$ cat config.mk
export PLATFORM = sky130hd
export DESIGN_NAME = microseq
export DESIGN_NICKNAME = d
export VERILOG_FILES = /design/src/rtl/microseq.sv
export SDC_FILE = /design/constraint.sdc
export NUM_CORES = 1
export LEC_CHECK = 0
export CORE_MARGIN = 1
export CORE_UTILIZATION = 45
export DETAILED_ROUTE_END_ITERATION = 16
export PLACE_DENSITY = 0.75
export SYNTH_ARGS = -nofsm -noshare
export SYNTH_HDL_FRONTEND = slang
export SYNTH_SLANG_ARGS = --single-unit
$ cat constraint.sdc
create_clock -name clock -period 2 [get_ports clock]
set_clock_uncertainty 0.05 [all_clocks]
set_input_delay 0.4 -clock clock [delete_from_list [all_inputs] [get_ports clock]]
set_output_delay 0.4 -clock clock [all_outputs]
set_load 0.01 [all_outputs]
$ cat src/rtl/microseq.sv
// Microprogram sequencer: registered micro-PC with conditional branching,
// dispatch, and a bounded micro-subroutine stack with sticky error flag.
module microseq #(
  parameter int AW = 5,
  parameter int DEPTH = 4,
  parameter logic [AW-1:0] RESET_ADDR = '0
) (
  input  logic                    clock,
  input  logic                    reset,
  input  logic [AW-1:0]           ib,
  input  logic [AW-1:0]           sb,
  input  logic [AW-1:0]           db,
  input  logic [3:0]              cc,
  input  logic [2:0]              seqop,
  input  logic [1:0]              ccsel,
  input  logic                    hold,
  output logic [AW-1:0]           nextst,
  output logic [$clog2(DEPTH):0]  sp,
  output logic                    stkerr
);

  localparam int SPW = $clog2(DEPTH) + 1;
  localparam logic [SPW-1:0] FULL = SPW'(DEPTH);

  typedef enum logic [2:0] {
    OP_CONT  = 3'b000,
    OP_JMP   = 3'b001,
    OP_DISP  = 3'b010,
    OP_SDISP = 3'b011,
    OP_BRT   = 3'b100,
    OP_BRF   = 3'b101,
    OP_CALL  = 3'b110,
    OP_RET   = 3'b111
  } seqop_t;

  logic [AW-1:0]  stack [DEPTH];
  logic [AW-1:0]  inc;
  logic [AW-1:0]  pc_next;
  logic [SPW-2:0] top_idx;
  logic           cond;
  logic           push;
  logic           pop;
  logic           err_set;

  // Low bits of sp wrap to DEPTH-1 when sp==DEPTH, so top_idx is always the top entry.
  always_comb begin
    inc     = nextst + AW'(1);
    cond    = cc[ccsel];
    top_idx = sp[SPW-2:0] - (SPW-1)'(1);
    pc_next = inc;
    push    = 1'b0;
    pop     = 1'b0;
    err_set = 1'b0;
    case (seqop_t'(seqop))
      OP_CONT:  pc_next = inc;
      OP_JMP:   pc_next = db;
      OP_DISP:  pc_next = ib;
      OP_SDISP: pc_next = sb;
      OP_BRT:   pc_next = cond ? db : inc;
      OP_BRF:   pc_next = cond ? inc : db;
      OP_CALL: begin
        pc_next = db;
        if (sp == FULL) err_set = 1'b1;
        else            push    = 1'b1;
      end
      OP_RET: begin
        if (sp == '0) begin
          pc_next = RESET_ADDR;
          err_set = 1'b1;
        end else begin
          pc_next = stack[top_idx];
          pop     = 1'b1;
        end
      end
      default: pc_next = inc;
    endcase
  end

  always_ff @(posedge clock) begin
    if (reset) begin
      nextst <= RESET_ADDR;
      sp     <= '0;
      stkerr <= 1'b0;
    end else if (!hold) begin
      nextst <= pc_next;
      if (push)     sp <= sp + SPW'(1);
      else if (pop) sp <= sp - SPW'(1);
      if (err_set) stkerr <= 1'b1;
    end
  end

  // Entries are never cleared; only the slots below sp are meaningful.
  always_ff @(posedge clock) begin
    if (!reset && !hold && push) stack[sp[SPW-2:0]] <= inc;
  end

endmodule

* Word-level counts from Yosys, hierarchy flattened
Memory sizes are Yosys's and may differ from the RTL's. Cells that the tools add are included.
Operators by class: $add $sub $neg 4, multipliers 0, div/mod/pow operators 0, order comparisons 1, eq/ne operators 8, shift-type cells 0, muxes and demuxes 17, bitwise operators 1, reductions and logical operators 10
Operators with widths (number):
- $pmux 5 s7 | 1
- $eq 3x3->1 const B | 5
- $mux 5 | 3
- $mux 1 | 9
- $eq 3x2->1 const B | 2
- $logic_not 3->1 | 2
- $mux 3 | 2
- $add 5x1->5 const B | 1
- $reduce_and 2->1 | 2
- $add 3x1->3 const B | 1
- $eq 3x1->1 const B | 1
- $lt 2x3->1 const B | 1
- $sub 3x1->3 const B | 1
- $bmux 1 s2 | 1
- $logic_and 1x1->1 | 2
- $logic_not 1->1 | 2
- $pmux 1 s2 | 1
- $reduce_bool 2->1 | 1
- $reduce_or 2->1 | 1
- $sub 2x1->2 const B | 1
- $not 1->1 | 1
Word-level totals: register bits 9, bits in latches 0, bits in writable memories 20, memory bits (read-only) 0, output and inout port bits 9, word-level logic and storage cells 45, memories 1
Memory list:
- stack | depth 4, bits a word 5, rd ports 1, clocked after memory_dff 0, wr ports 1, line 36 | logic [AW-1:0] stack [DEPTH];

* Longest topological paths before layout
word-level depth 6, mapped depth 10, depth with buffers taken out 9

* Least setup slack after synthesis
No wires, ideal clock.
path kind register to register, from reg sp[0], to reg sp[2], library setup time 130 ps, arrival 2132 ps, required time 1820 ps, setup slack -312 ps, cell stages (with the launch flop) 11, buffers on the path 1, cell sequence dfxtp_1 buf_6 inv_1 ha_1 nand2_1 nand2_1 fa_1 a21boi_0 a2111oi_2 xnor2_1 nor2_1
Between the ends: word-level cells in the longest chain between the ends 5, elaborated cells between the ends (all ways) 12, classes of those cells add/sub: 2; eq/ne: 1; mux: 6; reduce/logical: 3
RTL lines:
- start, declared | line 18 | output logic [$clog2(DEPTH):0] sp,
- start signal, assigned | line 86 | if (push) sp <= sp + SPW'(1);
- start signal, assigned | line 87 | else if (pop) sp <= sp - SPW'(1);
- $eq 3x3->1 / $logic_not 3->1 (equally long branches) | line 63, 67
- $mux 1 (on tied branches) | line 63, 67
- $mux 1 | line 54 | case (seqop_t'(seqop))
- $reduce_bool 2->1 (no source line)
- $reduce_and 2->1 (no source line)
Parallel ways exist; a longest one is shown, timed or not. The select of a mux whose other input is x is not followed. A chain may end at the register's enable or synchronous reset.

* Worst setup path in the final report
Ends and elaborated chain as after synthesis.

==> impl_metrics.ini <==
[run_status]
status = finished, final reports clean

[detailed_routing]
met2_length_mm = 2.08
wirelength_mm = 3.97
ant_nets = 0
wl_per_cell_um = 16.6
wl_met1_mm = 1.67
drt_iter0_markers = 76
remaining_drc_errors = 0
num_vias = 1329
wl_met3_um = 182
firstDrtPassIters = 4
top_layer_used = met4
viasPerCell = 5.56

[global_route]
grt_usage = 0.206
antenna_found_initial = 0
overflow = 0
grt_pass1_wl_mm = 6.20
grt_pass1_vias = 1333
grt_max_degree = 21

[worst_setup_path]
critical_path_arrival_ps = 2040
start_kind = flip-flop
crit_path_max_fanout = 4
slowest_delay_ps = 380
path_class = flip-flop to flip-flop
cp_cell_sequence = inv_1 > ha_4 > nand2_4 > nand2_2 > fa_2 > a21boi_4 > a2111oi_4 > xnor2_1 > nor2_1
crit_path_end_kind = flip-flop
cp.required_ps = 2120
crit_path_top_delay_cell = fa_2

[clock_tree]
ctsHtreeMaxLevel = 2
cts_buffers = 5
clockRootBuffer = clkbuf_8
cts_sinks = 29
path_clk_slew_ps = 70
clk_path_buf_depth = 2
cts_tree = done
clk_latency_ps = 280
postCtsHoldBufs = 0

[cells_and_area]
seqCellArea_um2 = 785
nFillCells = 254
fin_area_um2 = 2390
synthToLayoutAreaGrowth_pct = 42.3
drive_above_1_share = 0.285
final_nets = 225
multi_input_area_um2 = 916
antenna_cells = 0

[job]
drv_cap = 0

[timing]
hold_viol = 0
finalCriticalPeriod_ps = 1920
tightest_slew_ps = 326
finalCritPeriodShare = 0.959
fmax_mhz = 522
slew_viol_final = 0
slew_headroom = 0.781
hold-worst-slack_ps = 426
setup_slack_ps = 82.7
setup_viol = 0

[die]
die-area_um2 = 3980
die_w_um = 63.1
coreArea_um2 = 3440
initial_utilization = 0.488
fp-row-count = 21
ios = 36
die-height_um = 63.1

[yosys]
avgSynthCellArea_um2 = 11.8
synth.area.top_cells = edfxtp_1 (36%), dfxtp_1 (11%), mux4_2 (8.0%), ha_1 (3.7%), nor2b_1 (3.4%)
synth-edff-count = 20
synth-seq-cells = 29
ys_types = 44
ys_seq_area_frac = 0.465
synthArstFlopShare = 0
syn_inst = 142
netlist_area_um2 = 1680
yosysWarningCount = 0
syn-num-nets = 175
synthFlopType = edfxtp_1
yosys.area.top_type = edfxtp_1
synth_top_area_frac = 0.358

[placement]
port_buffers = 35
post-dp-hpwl_mm = 2.82
gp_congestion = 0.830
dp_slack_ps = -403
placed_area_um2 = 2170

[power]
p_per_area_nw_per_um2 = 666
leakage_nw = 0.920
peakVddDrop_mv = 0.507
power_w = 0.00159

[hold_path]
min_path_type = flip-flop to flip-flop
## path summary, 6_finish.rpt
kind	startpoint	to	slack, ps	cells after the start
max	sp[0]	sp[2]	80	9
min	stkerr	stkerr	430	2
max reg2reg	sp[0]	sp[2]	80	9
min reg2reg	stkerr	stkerr	430	2
## layout make-up
cell class	count	area share
Clock buffer	5	0.0288
Clock inverter	3	0.0173
Inverter	7	0.0110
Multi-Input combinational cell	98	0.383
Sequential cell	29	0.328
Tap cell	46	0.0241
Timing Repair Buffer	51	0.207
## worst max-delay path, delay by kind of cell, from the launching register on
family                     cells  cell delay [ps]
adders and majority gates      2              560
AOI/OAI and AO/OA              2              420
DFF                            1              340
and+or+nand+nor                3              200
xor gates and xnor gates       1              150
buffers and inverters          1               70
## synth_stat cells (4+ instances only)
| cell | instances |
|---|---|
| and2_1 | 4 |
| nor2_1 | 7 |
| ha_1 | 5 |
| mux2_2 | 4 |
| nand2_1 | 9 |
| xnor2_1 | 4 |
| mux4_2 | 6 |
| nor2b_1 | 9 |
| inv_1 | 7 |
| dfxtp_1 | 9 |
| a21oi_1 | 6 |
| edfxtp_1 | 20 |
| nand3_1 | 4 |
## state kept, by name (all words and copies together) (netlist names)
name and count:
sp 3, stkerr 1, nextst 5, stack 20
## metrics by stage
stage / TNS, ps / cells / util
floorplan: 0 / 142 / -
global placement: -4920 / 229 / 0.630
detailed placement: -5440 / 229 / 0.630
CTS: -36.5 / 237 / 0.666
global route: -7.93 / 239 / 0.694
finish: 0 / 239 / 0.694
## power by group
part	switching, W	total, W	internal (W)
logic	0.000140	0.000313	0.000173
clock network	0.000235	0.000601	0.000366
registers	0.0000158	0.000676	0.000661
total	0.000391	0.00159	0.00120
## what timing repair did
action	CTS	global route
gates resized for setup	3	23
endpoints found under the setup margin	5	21
buffers inserted	0	2
pin swaps	5	10
## metal layers
layer,up-vias,GRT usage
met5,-,0
met4,0,0.0785
met3,5,0.0543
met2,42,0.339
met1,649,0.259
li1,633,-
## layout by cell type (no fill, tap or decap), types with 2 or more instances in the layout
master           instances
clkdlybuf4s50_1         27
edfxtp_1                20
buf_4                   15
nor2b_1                  8
dlymetal6s2s_1           8
dfxtp_1                  8
inv_1                    7
nand2_1                  7
nor2_1                   7
mux4_2                   6
a21oi_1                  6
clkbuf_8                 5
nand3_1                  4
xnor2_1                  4
a221oi_2                 4
mux2_2                   4
ha_1                     4
and2_2                   3
xor2_1                   2
nand2b_1                 2
a22o_1                   2
o21bai_1                 2
nor4_1                   2
a41o_1                   2
nand3b_1                 2
o21ai_1                  2
## logic make-up after synthesis
kind of cell,count (synthesis),share of synthesized area
compound gates,27,0.130
xor+xnor,8,0.0462
fa+ha+maj,6,0.0492
buf+inv,15,0.0440
flops,29,0.465
mux,11,0.113
simple gates,46,0.153
Power figures use the tool's default switching activity.
==> RTL edit, RTL diff (config.mk and constraints unchanged) <==
Set the parameter `DEPTH` to 8 (it was 4).
--- a/src/rtl/microseq.sv
+++ b/src/rtl/microseq.sv
@@ -2,7 +2,7 @@
 // dispatch, and a bounded micro-subroutine stack with sticky error flag.
 module microseq #(
   parameter int AW = 5,
-  parameter int DEPTH = 4,
+  parameter int DEPTH = 8,
   parameter logic [AW-1:0] RESET_ADDR = '0
 ) (
   input  logic                    clock,
Interface: changed (resized sp); port bits go from 36 to 37. The function was not compared with the original's and may differ.
==> RTL edit against the unedited design <==
  * The flow now finishes with violations (setup timing)
  * Sequential cell count rose by 21
  * Non-clock buffer count rose by 22
  * Routed wire length rose by 51%
  * Final area rose by 44%
  * Setup slack got worse by 86 ps
  * Synthesized area rose by 49%
  * Highest routed layer unchanged
  * Largest power group unchanged
  * Power rose by 46%
  * Core utilization fell by 3.6 points
==> RTL edit: results (changes against the unedited design) <==
Routed wire length per instance: 19.0 µm (was 16.6 µm)
EDFF count, synth: 40 (was 20)
Filler cells: 370 (was 254)
Worst Hold Slack: 468 ps (was 426 ps)
Total track usage: 0.214 (was 0.206)
Pleak: 1.22 nW (was 0.920 nW)
Largest register FFs: 40 (was 20)
First-pass GRT wire length: 9.40 mm (was 6.20 mm)
Ratio of cells with drive above 1 in the final layout: 0.380 (was 0.285)
Post-CTS setup buffers: 4 (was 0)
I/O Buffers: 36 (was 35)
Pre-CTS WS: -437 ps (was -403 ps)
Worst-Skew Late Latency: 300 ps (was 280 ps)
Yosys top cell area share: 0.481 (was 0.358)
CP Capture Point: stack[6][1] (was sp[2])
Maximum vdd drop: 0.376 mV (was 0.507 mV)
Critical path's top delay family: simple AND/OR/NAND/NOR gates (was adder cells)
Post-CTS sizing: 9 (was 3)
Nets: 275 (was 225)
Routed met1 length: 2.42 mm (was 1.67 mm)
Failing checks: setup timing
Net Sw Frac: 0.238 (was 0.246)
Final setup TNS: -6.65 ps (was 0 ps)
Crit path arrival time: 1970 ps (was 2040 ps)
First DRT Iteration DRCs: 96 (was 76)
GP Congestion: 0.958 (was 0.830)
CTS clk-pin slew, worst paths: 90 ps (was 70 ps)
Post-DP HPWL: 4.40 mm (was 2.82 mm)
Max FO, Critical Path: 5 (was 4)
Setup ws final: -2.94 ps (was 82.7 ps)
Number of global-route vias before repair: 1,856 (was 1,333)
WL met3: 268 µm (was 182 µm)
Largest cells by area after synthesis: edfxtp_1 (48%), mux4_2 (9.9%), dfxtp_1 (8.0%) (was edfxtp_1 (36%), dfxtp_1 (11%), mux4_2 (8.0%))
Largest net degree at the start of global routing: 15 (was 21)
Slowest-stage cell, CP: dfxtp_4 (was fa_2)
Post-synth cell types: 40 (was 44)
Met2 Use GR: 0.381 (was 0.339)
Post-synthesis sequential area ratio: 0.562 (was 0.465)
Via-to-Cell Ratio: 5.77 (was 5.56)
Setup Viol. Count Final: 4 (was 0)
Outcome: finished with violations (was finished, final reports clean)
Syn_nets: 204 (was 175)
[RTL edit: area by class of cell]
cell class | instances | area (µm²) | share of cell area
repair buffers | 73 | 666 | 0.193
flip-flops and latches | 50 | 1410 | 0.408
clock inverters | 1 | 30.0 | 0.00872
multi-input cells | 111 | 1170 | 0.339
well taps | 70 | 87.6 | 0.0254
clock buffers | 7 | 76.3 | 0.0222
inverters | 3 | 13.8 | 0.00400
[RTL edit: power groups by stage]
stage / logic [mW] / clock network, mW / registers [mW]
final: 0.464 / 0.696 / 1.16
after global placement: 0.410 / 0 / 1.19
after CTS: 0.445 / 0.700 / 1.16
after global routing: 0.495 / 0.731 / 1.16
after detailed placement: 0.426 / 0 / 1.19
after floorplan: 0.233 / 0 / 1.19
[RTL edit: per-stage QoR]
stage          power [mW]  std cells  utilization  cell area, µm²
2_1_floorplan        1.43        173            -            2610
3_3_place_gp         1.60        301        0.614            3220
3_5_place_dp         1.61        301        0.614            3220
4_1_cts              2.31        313        0.645            3380
5_1_grt              2.39        315        0.658            3440
6_report             2.32        315        0.658            3440
[RTL edit: logic make-up (layout without fill, tap and decap cells)]
family | after synthesis | after routing | synth area share
AOI/OAI and AO/OA | 28 | 28 | 0.102
xor gates and xnor gates | 7 | 7 | 0.0276
adders and majority gates | 4 | 4 | 0.0201
buffers and inverters | 12 | 84 | 0.0281
DFF | 50 | 50 | 0.562
muxes | 27 | 27 | 0.166
and+or+nand+nor | 45 | 45 | 0.0943
[RTL edit: how the worst min path moves through the flow]
stage                       from      to  cells past startpoint
after floorplan           stkerr  stkerr                      2
final                     stkerr  stkerr                      2
after global routing      stkerr  stkerr                      2
after CTS                 stkerr  stkerr                      2
after detailed placement  stkerr  stkerr                      2
after global placement    stkerr  stkerr                      2
